===== src/rtl/multicycle_control.sv =====
// ---------------------------------------------------------------------------
// multicycle_control
// Main control FSM for the multi-cycle MIPS core. It sequences the shared
// datapath (one memory port, one ALU, IR, PC, register file) from the IR
// opcode and a memory-ready handshake. It also keeps cycle and
// retired-instruction counters so CPI can be checked.
//
// Ports:
//   CLK           clock, all state updates on the rising edge
//   Reset_L       synchronous active-low reset
//   opcode        IR[31:26]
//   mem_ready     memory access completes this cycle
//   PCWrite       unconditional PC write
//   PCWriteCond   PC write if branch condition met
//   BranchNE      1 = branch on ALU non-zero (bne), 0 = on zero (beq)
//   IorD          memory address select: 0 = PC, 1 = ALUOut
//   MemRead       memory read strobe
//   MemWrite      memory write strobe
//   IRWrite       load IR
//   MemtoReg      register write data: 1 = MDR, 0 = ALUOut
//   RegDst        destination register: 1 = rd, 0 = rt
//   RegWrite      register file write
//   ALUSrcA       0 = PC, 1 = rs
//   ALUSrcB       00 = rt, 01 = 4, 10 = ext imm, 11 = ext imm << 2
//   ExtOp         1 = sign-extend, 0 = zero-extend
//   ALUOp         000 add, 001 sub, 010 funct, 011 or, 100 and, 101 slt, 110 lui
//   PCSource      00 = ALU, 01 = ALUOut, 10 = jump target
//   state         current state encoding
//   illegal       high in the ILLEGAL state
//   retire        pulse on the last cycle of each instruction
//   cycle_count   cycles since reset (saturating)
//   instr_count   instructions retired since reset (saturating)
// ---------------------------------------------------------------------------
module multicycle_control #(
    parameter int unsigned CNT_W = 32
) (
    input  logic             CLK,
    input  logic             Reset_L,
    input  logic [5:0]       opcode,
    input  logic             mem_ready,
    output logic             PCWrite,
    output logic             PCWriteCond,
    output logic             BranchNE,
    output logic             IorD,
    output logic             MemRead,
    output logic             MemWrite,
    output logic             IRWrite,
    output logic             MemtoReg,
    output logic             RegDst,
    output logic             RegWrite,
    output logic             ALUSrcA,
    output logic [1:0]       ALUSrcB,
    output logic             ExtOp,
    output logic [2:0]       ALUOp,
    output logic [1:0]       PCSource,
    output logic [3:0]       state,
    output logic             illegal,
    output logic             retire,
    output logic [CNT_W-1:0] cycle_count,
    output logic [CNT_W-1:0] instr_count
);

    // State encodings
    localparam logic [3:0] S_FETCH    = 4'd0;
    localparam logic [3:0] S_DECODE   = 4'd1;
    localparam logic [3:0] S_MEMADDR  = 4'd2;
    localparam logic [3:0] S_MEMREAD  = 4'd3;
    localparam logic [3:0] S_MEMWB    = 4'd4;
    localparam logic [3:0] S_MEMWRITE = 4'd5;
    localparam logic [3:0] S_EXECUTE  = 4'd6;
    localparam logic [3:0] S_RWB      = 4'd7;
    localparam logic [3:0] S_BRANCH   = 4'd8;
    localparam logic [3:0] S_JUMP     = 4'd9;
    localparam logic [3:0] S_IEXEC    = 4'd10;
    localparam logic [3:0] S_IWB      = 4'd11;
    localparam logic [3:0] S_ILLEGAL  = 4'd12;

    // Opcodes
    localparam logic [5:0] OP_RTYPE = 6'b000000;
    localparam logic [5:0] OP_LW    = 6'b100011;
    localparam logic [5:0] OP_SW    = 6'b101011;
    localparam logic [5:0] OP_BEQ   = 6'b000100;
    localparam logic [5:0] OP_BNE   = 6'b000101;
    localparam logic [5:0] OP_J     = 6'b000010;
    localparam logic [5:0] OP_ADDI  = 6'b001000;
    localparam logic [5:0] OP_ANDI  = 6'b001100;
    localparam logic [5:0] OP_ORI   = 6'b001101;
    localparam logic [5:0] OP_SLTI  = 6'b001010;
    localparam logic [5:0] OP_LUI   = 6'b001111;

    // ALU operations
    localparam logic [2:0] ALU_ADD   = 3'b000;
    localparam logic [2:0] ALU_SUB   = 3'b001;
    localparam logic [2:0] ALU_FUNCT = 3'b010;
    localparam logic [2:0] ALU_OR    = 3'b011;
    localparam logic [2:0] ALU_AND   = 3'b100;
    localparam logic [2:0] ALU_SLT   = 3'b101;
    localparam logic [2:0] ALU_LUI   = 3'b110;

    localparam logic [CNT_W-1:0] CNT_MAX = {CNT_W{1'b1}};

    logic [3:0] state_q;
    logic [3:0] next_state;
    logic [3:0] dec_state;

    assign state = state_q;

    // State register
    always_ff @(posedge CLK) begin
        if (!Reset_L) begin
            state_q <= S_FETCH;
        end else begin
            state_q <= next_state;
        end
    end

    // Next-state and output decode; while in reset the selects show FETCH
    // values and every strobe is forced low.
    always_comb begin
        next_state  = S_ILLEGAL;
        PCWrite     = 1'b0;
        PCWriteCond = 1'b0;
        BranchNE    = 1'b0;
        IorD        = 1'b0;
        MemRead     = 1'b0;
        MemWrite    = 1'b0;
        IRWrite     = 1'b0;
        MemtoReg    = 1'b0;
        RegDst      = 1'b0;
        RegWrite    = 1'b0;
        ALUSrcA     = 1'b0;
        ALUSrcB     = 2'b00;
        ALUOp       = ALU_ADD;
        PCSource    = 2'b00;
        illegal     = 1'b0;
        retire      = 1'b0;
        ExtOp       = !((opcode == OP_ANDI) || (opcode == OP_ORI));

        dec_state = Reset_L ? state_q : S_FETCH;

        case (dec_state)
            S_FETCH: begin
                MemRead    = 1'b1;
                ALUSrcB    = 2'b01;
                IRWrite    = mem_ready;
                PCWrite    = mem_ready;
                next_state = mem_ready ? S_DECODE : S_FETCH;
            end
            S_DECODE: begin
                // Branch target precomputed into ALUOut
                ALUSrcB = 2'b11;
                case (opcode)
                    OP_RTYPE:                  next_state = S_EXECUTE;
                    OP_LW, OP_SW:              next_state = S_MEMADDR;
                    OP_BEQ, OP_BNE:            next_state = S_BRANCH;
                    OP_J:                      next_state = S_JUMP;
                    OP_ADDI, OP_ANDI, OP_ORI,
                    OP_SLTI, OP_LUI:           next_state = S_IEXEC;
                    default:                   next_state = S_ILLEGAL;
                endcase
            end
            S_MEMADDR: begin
                ALUSrcA = 1'b1;
                ALUSrcB = 2'b10;
                if (opcode == OP_LW) begin
                    next_state = S_MEMREAD;
                end else if (opcode == OP_SW) begin
                    next_state = S_MEMWRITE;
                end else begin
                    next_state = S_ILLEGAL;
                end
            end
            S_MEMREAD: begin
                MemRead    = 1'b1;
                IorD       = 1'b1;
                next_state = mem_ready ? S_MEMWB : S_MEMREAD;
            end
            S_MEMWB: begin
                MemtoReg   = 1'b1;
                RegWrite   = 1'b1;
                retire     = 1'b1;
                next_state = S_FETCH;
            end
            S_MEMWRITE: begin
                MemWrite   = 1'b1;
                IorD       = 1'b1;
                retire     = mem_ready;
                next_state = mem_ready ? S_FETCH : S_MEMWRITE;
            end
            S_EXECUTE: begin
                ALUSrcA    = 1'b1;
                ALUOp      = ALU_FUNCT;
                next_state = S_RWB;
            end
            S_RWB: begin
                RegDst     = 1'b1;
                RegWrite   = 1'b1;
                retire     = 1'b1;
                next_state = S_FETCH;
            end
            S_BRANCH: begin
                ALUSrcA     = 1'b1;
                ALUOp       = ALU_SUB;
                PCWriteCond = 1'b1;
                PCSource    = 2'b01;
                BranchNE    = (opcode == OP_BNE);
                retire      = 1'b1;
                next_state  = S_FETCH;
            end
            S_JUMP: begin
                PCWrite    = 1'b1;
                PCSource   = 2'b10;
                retire     = 1'b1;
                next_state = S_FETCH;
            end
            S_IEXEC: begin
                ALUSrcA = 1'b1;
                ALUSrcB = 2'b10;
                case (opcode)
                    OP_ANDI: ALUOp = ALU_AND;
                    OP_ORI:  ALUOp = ALU_OR;
                    OP_SLTI: ALUOp = ALU_SLT;
                    OP_LUI:  ALUOp = ALU_LUI;
                    default: ALUOp = ALU_ADD;
                endcase
                next_state = S_IWB;
            end
            S_IWB: begin
                RegWrite   = 1'b1;
                retire     = 1'b1;
                next_state = S_FETCH;
            end
            S_ILLEGAL: begin
                illegal    = 1'b1;
                next_state = S_ILLEGAL;
            end
            default: begin
                next_state = S_ILLEGAL;
            end
        endcase

        if (!Reset_L) begin
            PCWrite     = 1'b0;
            PCWriteCond = 1'b0;
            MemRead     = 1'b0;
            MemWrite    = 1'b0;
            IRWrite     = 1'b0;
            RegWrite    = 1'b0;
            retire      = 1'b0;
            illegal     = 1'b0;
        end
    end

    // Saturating performance counters; cycles stop counting once ILLEGAL
    always_ff @(posedge CLK) begin
        if (!Reset_L) begin
            cycle_count <= '0;
            instr_count <= '0;
        end else begin
            if ((state_q != S_ILLEGAL) && (cycle_count != CNT_MAX)) begin
                cycle_count <= cycle_count + CNT_W'(1);
            end
            if (retire && (instr_count != CNT_MAX)) begin
                instr_count <= instr_count + CNT_W'(1);
            end
        end
    end

endmodule


===== config.mk =====
export PLATFORM = sky130hd
export DESIGN_NAME = multicycle_control
export DESIGN_NICKNAME = d
export VERILOG_FILES = /design/src/rtl/multicycle_control.sv
export SDC_FILE = /design/constraint.sdc
export NUM_CORES = 1
export LEC_CHECK = 0
export BUFFER_PORTS_ARGS = -buffer_cell sky130_fd_sc_hd__buf_2
export CAP_MARGIN = 20
export CORE_UTILIZATION = 58
export DETAILED_ROUTE_END_ITERATION = 12
export GPL_ROUTABILITY_DRIVEN = 0
export PLACE_DENSITY = 0.93
export SLEW_MARGIN = 10
export SYNTH_ARGS = -nofsm -noshare
export SYNTH_HDL_FRONTEND = slang
export SYNTH_SLANG_ARGS = --single-unit
export TNS_END_PERCENT = 30

===== constraint.sdc =====
create_clock -name CLK -period 4.58 [get_ports CLK]
set_clock_uncertainty 0.05 [all_clocks]
set_input_delay 0 -clock CLK [delete_from_list [all_inputs] [get_ports CLK]]
set_output_delay 0 -clock CLK [all_outputs]
set_load 0.1 [all_outputs]

# Yosys cells after proc, flatten, opt, wreduce, memory -nomap -nowiden
# Index checks and enable logic that the tools add are counted.
# op_classes
n_mux,33
reduce_logical,15
addsub,2
eq_ne,25
# op_table
operator,n
$add A32 B1 Y32 const B,2
$ne A32 B32 Y1 const B,2
$pmux W4 S8,1
$eq A6 B4 Y1 const B,5
$eq A4 B4 Y1 const B,5
$mux W1,20
$pmux W4 S5,1
$eq A4 B3 Y1 const B,4
$eq A6 B3 Y1 const B,2
$eq A6 B6 Y1 const B,2
$mux W4,3
$pmux W3 S4,1
$reduce_or A2 Y1,5
$reduce_or A5 Y1,2
$pmux W3 S3,1
$eq A4 B2 Y1 const B,2
$eq A6 B2 Y1 const B,1
$logic_not A6 Y1,1
$mux W3,2
$pmux W2 S3,1
$eq A4 B1 Y1 const B,1
$logic_not A4 Y1,1
$ne A4 B4 Y1 const B,1
$pmux W1 S2,2
other kinds (6),7
# totals
wordCells,78
ff_bits,68
output_inout_bits,89
inputBits,9

# Logic depth before layout (Yosys ltp)
# Gate-level depths: netlist of the first run.
# logic_depth
word_depth,6
mapped_depth,8

# Worst setup path after synthesis of the first run
# OpenSTA, ideal clock, no wires.
# synth_timing
path_type,register to output
startpoint,reg state_q[2] (netlist: state[2])
endpoint,out PCWrite
stages_incl_launch_ff,5
arrival_time_ps,4884
slack_ps,-354
cell_sequence,dfxtp_1 clkbuf_1 o31ai_1 and3_1 or2_2
# synth_between
elab_chain_cells,4
# synth_rtl
item,line,source
from (decl),102,logic [3:0] state_q;
from (signal assigned),113,state_q <= next_state;
$mux W4 (*),139,dec_state = Reset_L ? state_q : S_FETCH;
$eq A4 B4 Y1 / $logic_not A4 Y1 (equally long branches),141,case (dec_state)
$pmux W1 S2 (*),141,
$mux W1 (*),242,if (!Reset_L) begin
to (decl),41,"output logic PCWrite,"
# Mark *: on every way between the ends. The rest lies on a longest branch, timed or not.

# Final worst setup path of the first run
# layout_timing
startpoint,reg state_q[0] (netlist: state[0])
endpoint,reg instr_count[13]
# layout_between
elab_chain_cells,6
# layout_rtl
item,line,source
$mux W4 (*),139,
$eq A4 B4 Y1 / $eq A4 B3 Y1 (equally long branches),141,
$reduce_or A5 Y1 (no line),--,
$pmux W1 S2 (*),141,
$mux W1 (*),242,
$logic_and A1 B1 Y1 (*),263,if (retire && (instr_count != CNT_MAX)) begin
to (signal assigned),264,instr_count <= instr_count + CNT_W'(1);
to (decl),60,output logic [CNT_W-1:0] instr_count
# Marked as above.
# A chain may end at the register's enable or synchronous reset.

==> key figures, run 1 <==
Run status
  – Outcome: completed

Route
  – Residual DRC: 0
  – Routed Antenna Nets: 0
  – Routed length per instance: approximately 15 um
  – Vias/cell: 6.31
  – Final wirelength: 10400 um
  – First drt pass iteration count: 6
  – Drt initial violations: 350
  – Vias: 4289

Floorplanning
  – Rows: 29
  – Initial Utilization: between 60% and 70%
  – Core area: approximately 6500 um2
  – Die Footprint: approximately 7200 um2
  – Die height: approximately 85 um
  – Top Ports: 98
  – Die Wd: 84.6 um

Power
  – Pint: 977 uW
  – PD cells: 327 nW/um2
  – Leakage: 0.00184 uW
  – Comb pwr share: 22.3%
  – Switch share: 36.5%
  – Switch Pwr: 561 uW
  – Sequential power share: 41.3%
  – Clock power share: 36.3%
  – Max rail drop VDD: 202 uV

Synthesis
  – Post-synth EDFFs: 0
  – Post-synth top cells: dfxtp_1 (68), nand2_1 (52), a21oi_1 (40), nand3_1 (30), nor2_1 (29)
  – Synth top area cells: dfxtp_1 (34%), a21oi_1 (5.1%), nand2_1 (4.9%)
  – Synth Cell Area: roughly 4000 um2
  – Prevailing post-synth register cell: dfxtp_1
  – FF+latch count, synth: 68
  – Sequential area share after synthesis: 34.4%
  – Syn Nets: 526
  – Asr flop ratio synth: 0%
  – Synth Warn #: 0
  – Most frequent cell after synthesis: dfxtp_1
  – Synth top area share: 34.4%
  – Unique masters post-synth: 60
  – Gate Count Post-Synth: 515
  – Avg Synthesized Cell Area: between 7 and 8 um2
  – Area leader, netlist: dfxtp_1

Global route
  – Largest net degree at the start of global routing: 48
  – Met3 Use GR: around 5.1%
  – Busiest grt layer: met2
  – Global-route wire length before repair: around 17000 um
  – Grt met2 use: 47.5%
  – Grt ovf: 0
  – Initial antenna violation count: 0
  – Vias in the first global route: 3751
  – All-Layer GR Usage: between 20 and 30%
  – Met1 Use GR: 37.2%

STA
  – Final Hold Fails: 0
  – Setup-failing EPs final: 0
  – Count of pins over their slew limit: 0
  – Setup WS post-layout: ~1.8 ns
  – Max Freq: 365 MHz
  – Worst relative slew slack: a little over two fifths
  – Final period utilization: 59.8%
  – Slew @ Worst Pin: ~0.86 ns
  – WHS: 0.0564 ns
  – Post-layout min period: 2.74 ns
  – RSZ-0062 raised after global routing: false
  – Setup TNS: 0 ns

Flow run
  – Max_cap viols: 0

CTS
  – TritonCTS Buffers: 9
  – Skew-Pair Late Insertion Delay: 0.35 ns
  – Setup Buffers After CTS: 0
  – Post-cts sizing count: 0
  – CTS sink cnt: 68
  – CTS tree: yes
  – CTS max path bufs: 2
  – H-tree depth: 3
  – Clk root buf: clkbuf_8
  – Hold buffers post-CTS: 3
  – Worst-path clk slew: about 0.070 ns

Worst setup path
  – Critical Path Start Type: flop
  – Crit path kind: flop to flop
  – CP top delay family: simple AND/OR/NAND/NOR gates
  – Slowest-stage cell, CP: dfxtp_1
  – Crit Path Max Fanout: 19
  – CP peak stage delay: 0.64 ns
  – CP cell instances: nor2b_1 -> nor4_4 -> nand2_2 -> or4_1 -> a21oi_1
  – Critical Path RT: 4.80 ns
  – CP Buf/Inv Count: 0
  – Arrival @ worst endpoint: 2.96 ns
  – CP Capture Type: flop

Cells and area
  – Area growth syn-to-layout: 18.9%
  – Nets@finish: 609
  – Finished Layout Cells: slightly below 700
  – Final core occ: 72.9%
  – Ant diodes: 0
  – Fraction of layout cells with a size suffix above 1: 21.2%

Placement
  – Placed cell count: 661
  – Pre-CTS WS: 1.90 ns
  – Final HPWL DP: 7220 um
  – Port bufs: between 90 and 100

Min path
  – Worst hold path type: primary input to flop
## tightest hold or removal path, stage by stage
cell and delay, ns:
buf_2 0.14, o22a_1 0.14, o221ai_1 0.11
## layout make-up
class,count,area (um2)
Fill cell,538,1750
Tap cell,77,96.3
Sequential cell,68,1360
Inverter,19,71.3
Clock buffer,9,124
Multi-Input combinational cell,398,2420
Timing Repair Buffer,102,531
Clock inverter,7,98.8
## routing by layer
layer	vias up	share of wire [%]	routed length (um)
met5	-	0	0
met1	2010	44	4580
met3	24	6.2	651
met2	177	48	4960
li1	2078	-	-
met4	0	2.2	233
## layout by cell type, fill, tap and decap left out, types with 3 or more instances in the layout
cell           netlist  routed
nand2b_1            19      19
a31oi_1              4       4
and4_1               8       8
nor2b_1              3       3
xor2_1               4       4
nor2_1              29      29
o21ai_1              8       8
o21ai_0             26      26
o41ai_1              3       3
nor4_1               8       8
clkbuf_8             0       9
or3_1               25      25
o311ai_1             3       3
inv_1               18      18
a21oi_1             40      40
buf_2                3      97
nand4_1             17      17
nor3_1              21      21
nand2_1             52      52
o21a_1               3       3
o31ai_1             13      12
and3_1               7       7
dfxtp_1             68      68
mux2i_1             14      14
xnor2_1              8       8
dlygate4sd3_1        0       3
or4_1               10      10
and2_1               4       4
nand3_1             30      30
## kinds of logic (layout without fill, tap and decap cells)
family	count (synthesis)	in the layout	synth area share, %
AO/OA/AOI/OAI	118	118	18.3
XOR/XNOR	12	12	2.65
adder cells (fa/ha/maj)	3	3	0.885
buffers and inverters	49	137	4.74
flip-flops	68	68	34.4
multiplexers	14	14	3.54
AND/OR/NAND/NOR	251	251	35.5
## power by group through the flow
stage	clock, uW	sequential (uW)	combinational, uW
2_1_floorplan	0	715	220
3_3_place_gp	0	646	334
3_5_place_dp	0	649	338
4_1_cts	562	635	342
5_1_grt	595	641	361
6_report	559	636	344
## worst paths after layout
check	from	to	slack, ns	depth (start not counted)
hold / removal	opcode[5]	state[1]$_SDFF_PN0_	0.06	3
hold reg to reg	instr_count[19]$_SDFFE_PN0P_	instr_count[19]$_SDFFE_PN0P_	0.45	2
setup / recovery	state[0]$_SDFF_PN0_	instr_count[13]$_SDFFE_PN0P_	1.84	5
setup reg to reg	state[0]$_SDFF_PN0_	instr_count[13]$_SDFFE_PN0P_	1.84	5
## registers in the layout, summed over array words and instances, names as in the netlist
register,count
cycle_count,32
state,4
instr_count,32
## stage by stage
step                      instance area (um2)  power [uW]
after floorplan                          3970         934
after global placement                   4450         980
after detailed placement                 4450         987
after CTS                                4700        1540
after global routing                     4710        1600
final                                    4710        1540
(Power assumes the default switching activity.)
==> run 2: changes to the inputs <==
ABC_AREA = 1   (was unset)
CORE_UTILIZATION = 56   (was 58)
PLACE_DENSITY = 0.88   (was 0.93)
clock period = 2.85 ns   (was 4.58 ns; I/O delays follow)
==> run 2 against run 1 <==
  * Via count is 26% higher
  * Total power is 34% higher
  * Largest cell class unchanged
  * Clock power is 48% higher
  * Critical endpoint is now instr_count[0]$_SDFFE_PN0P_
==> key figures, run 2 <==
Run status
  – Outcome: completed

Synthesis
  – Syn Nets: about 800
  – Synth Warn #: 0
  – Asr flop ratio synth: 0%
  – Sequential area share after synthesis: between 20% and 30%
  – Post-synth top cells: nand2_1 (292), nor2_1 (138), inv_1 (70), dfxtp_1 (68), nand3_1 (53)
  – Avg Synthesized Cell Area: 5.93 um2
  – Synth top area share: approximately 28%
  – Unique masters post-synth: 34
  – FF+latch count, synth: slightly below 70
  – Gate Count Post-Synth: 810
  – Synth top area cells: dfxtp_1 (28%), nand2_1 (23%), nor2_1 (11%)
  – Synth Cell Area: 4810 um2
  – Area leader, netlist: dfxtp_1
  – Prevailing post-synth register cell: dfxtp_1
  – Most frequent cell after synthesis: nand2_1
  – Post-synth EDFFs: 0

Flow run
  – Max_cap viols: 0

STA
  – Setup-failing EPs final: 0
  – Post-layout min period: 2.22 ns
  – Final period utilization: 78.0%
  – Count of pins over their slew limit: 0
  – Final Hold Fails: 0
  – RSZ-0062 raised after global routing: false
  – Setup TNS: 0 ns
  – Worst relative slew slack: 65.1%
  – Max Freq: 450 MHz
  – Slew @ Worst Pin: 0.522 ns

Cells and area
  – Nets@finish: 913
  – Fraction of layout cells with a size suffix above 1: roughly 18%
  – Commonest non-fill, non-tap cell in the layout: nand2_1
  – Area growth syn-to-layout: 16.3%
  – Leading cell types in the layout, fill and taps excluded: nand2_1 (292), nor2_1 (137), buf_2 (97)
  – Ant diodes: 0
  – Final instance area: 5590 um2

CTS
  – CTS max path bufs: 2
  – Skew-Pair Late Insertion Delay: roughly 0.36 ns
  – Worst-path clk slew: 0.08 ns
  – TritonCTS Buffers: 9
  – Clk root buf: clkbuf_8
  – H-tree depth: 3
  – CTS tree: yes
  – CTS sink cnt: 68
  – Setup Buffers After CTS: 0

Floorplanning
  – Die Footprint: 8960 um2
  – Core area: 8260 um2
  – Die height: between 90 and 100 um
  – Die Wd: 94.7 um
  – Rows: 33
  – Initial Utilization: 58.2%
  – Top Ports: 98

Global route
  – Vias in the first global route: 4758
  – Grt met2 use: about half
  – Met3 Use GR: 5.07%
  – Grt ovf: 0
  – Busiest grt layer: met2
  – Largest net degree at the start of global routing: 38
  – Global-route wire length before repair: between 20000 and 25000 um
  – All-Layer GR Usage: 29.6%
  – Met1 Use GR: between 30% and 40%
  – Initial antenna violation count: 0

Route
  – Routed Antenna Nets: 0
  – Residual DRC: 0
  – First drt pass iteration count: 5
  – Vias: 5424
  – Final wirelength: 12700 um
  – Drt initial violations: between 300 and 400
  – Routed length per instance: 12.5 um
  – Vias/cell: ~5.4

Power
  – Leakage: 0.00236 uW
  – PD cells: 368 nW/um2
  – Max rail drop VDD: 326 uV

Placement
  – Final HPWL DP: 9340 um
  – Port bufs: 97
  – DP Area: approximately 5400 um2

Worst setup path
  – Critical Path RT: 3.04 ns
  – Arrival @ worst endpoint: approximately 2.4 ns
  – Crit Path Max Fanout: 37
  – Critical Path Start Type: flop
  – CP Capture Type: flop
  – Crit path kind: flop to flop

Min path
  – Worst hold path type: primary input to flop
-- run 2: cell count changes after synthesis, sizes merged, moves of 13 or more --
| cell | before | now |
|---|---|---|
| a21oi | 40 | 53 |
| clkbuf | 24 | 7 |
| inv | 19 | 73 |
| mux2i | 14 | 0 |
| nand2 | 53 | 300 |
| nand2b | 19 | 0 |
| nand3 | 30 | 61 |
| nor2 | 29 | 147 |
| nor3 | 22 | 6 |
| o21ai | 34 | 15 |
| or3 | 25 | 0 |
| xor2 | 4 | 17 |
-- run 2: repair_timing --
item	CTS	global route
endpoints found under the hold margin	1	0
resized for setup	0	0
setup endpoints to repair	0	0
hold buffers	1	0
-- run 2: routing by layer --
layer	wire length (um)	share of wire, %
met1	5700	45
met3	847	6.7
met4	178	1.4
met2	5930	47
met5	0	0
-- run 2: cells by family after synthesis --
| group | Yosys count | share of synthesized area (%) |
|---|---|---|
| DFF | 68 | 28.3 |
| buffers and inverters | 96 | 8.75 |
| xor gates and xnor gates | 25 | 4.55 |
| and+or+nand+nor | 544 | 49.2 |
| AOI/OAI and AO/OA | 75 | 8.64 |
| adders and majority gates | 2 | 0.520 |
-- run 2: path summary, 6_finish.rpt --
kind                               start                      endpoint  slack (ns)  cells past startpoint
min reg2reg  instr_count[3]$_SDFFE_PN0P_   instr_count[3]$_SDFFE_PN0P_        0.47                      2
max          instr_count[0]$_SDFFE_PN0P_   instr_count[0]$_SDFFE_PN0P_        0.63                     10
min                              Reset_L  instr_count[24]$_SDFFE_PN0P_        0.04                      3
max reg2reg  instr_count[0]$_SDFFE_PN0P_   instr_count[0]$_SDFFE_PN0P_        0.63                     10
-- run 2: metrics by stage --
| stage | hold WS [ns] | total power (uW) | setup slack [ns] | cells | util [%] |
|---|---|---|---|---|---|
| global route | 0.0516 | 2120 | 0.415 | 1012 | 67.7 |
| detailed placement | 0.268 | 1250 | 0.722 | 995 | 65.1 |
| global placement | 0.257 | 1250 | 0.759 | 995 | 65.1 |
| finish | 0.0427 | 2060 | 0.628 | 1012 | 67.7 |
| CTS | 0.0358 | 2060 | 0.637 | 1012 | 67.7 |
| floorplan | 0.0794 | 1210 | -0.687 | 810 | - |
-- run 2: layout make-up --
class                           count  area (um2)
Multi-Input combinational cell    646        3070
Clock buffer                        9         124
Sequential cell                    68        1360
Tap cell                          105         131
Clock inverter                      7        77.6
Inverter                           74         278
Timing Repair Buffer              103         546
Fill cell                         783        2670
-- run 2: power by group --
group          total (uW)  switching (uW)  leakage (uW)  internal [uW]
clock                 828             420     0.0000994            408
sequential            970            12.2      0.000549            957
combinational         261             218       0.00171           43.0
-- run 2: worst max-delay path, cell delays in order, from the launching register on --
cell and delay [ns]:
dfxtp_1 0.42, ha_1 0.22, nand2_2 0.10, nor2_4 0.17, nand2_4 0.08, nor2_4 0.16, nand2_4 0.28, nand2_4 0.36
inv_1 0.10, nor2_1 0.11, nor2_1 0.06
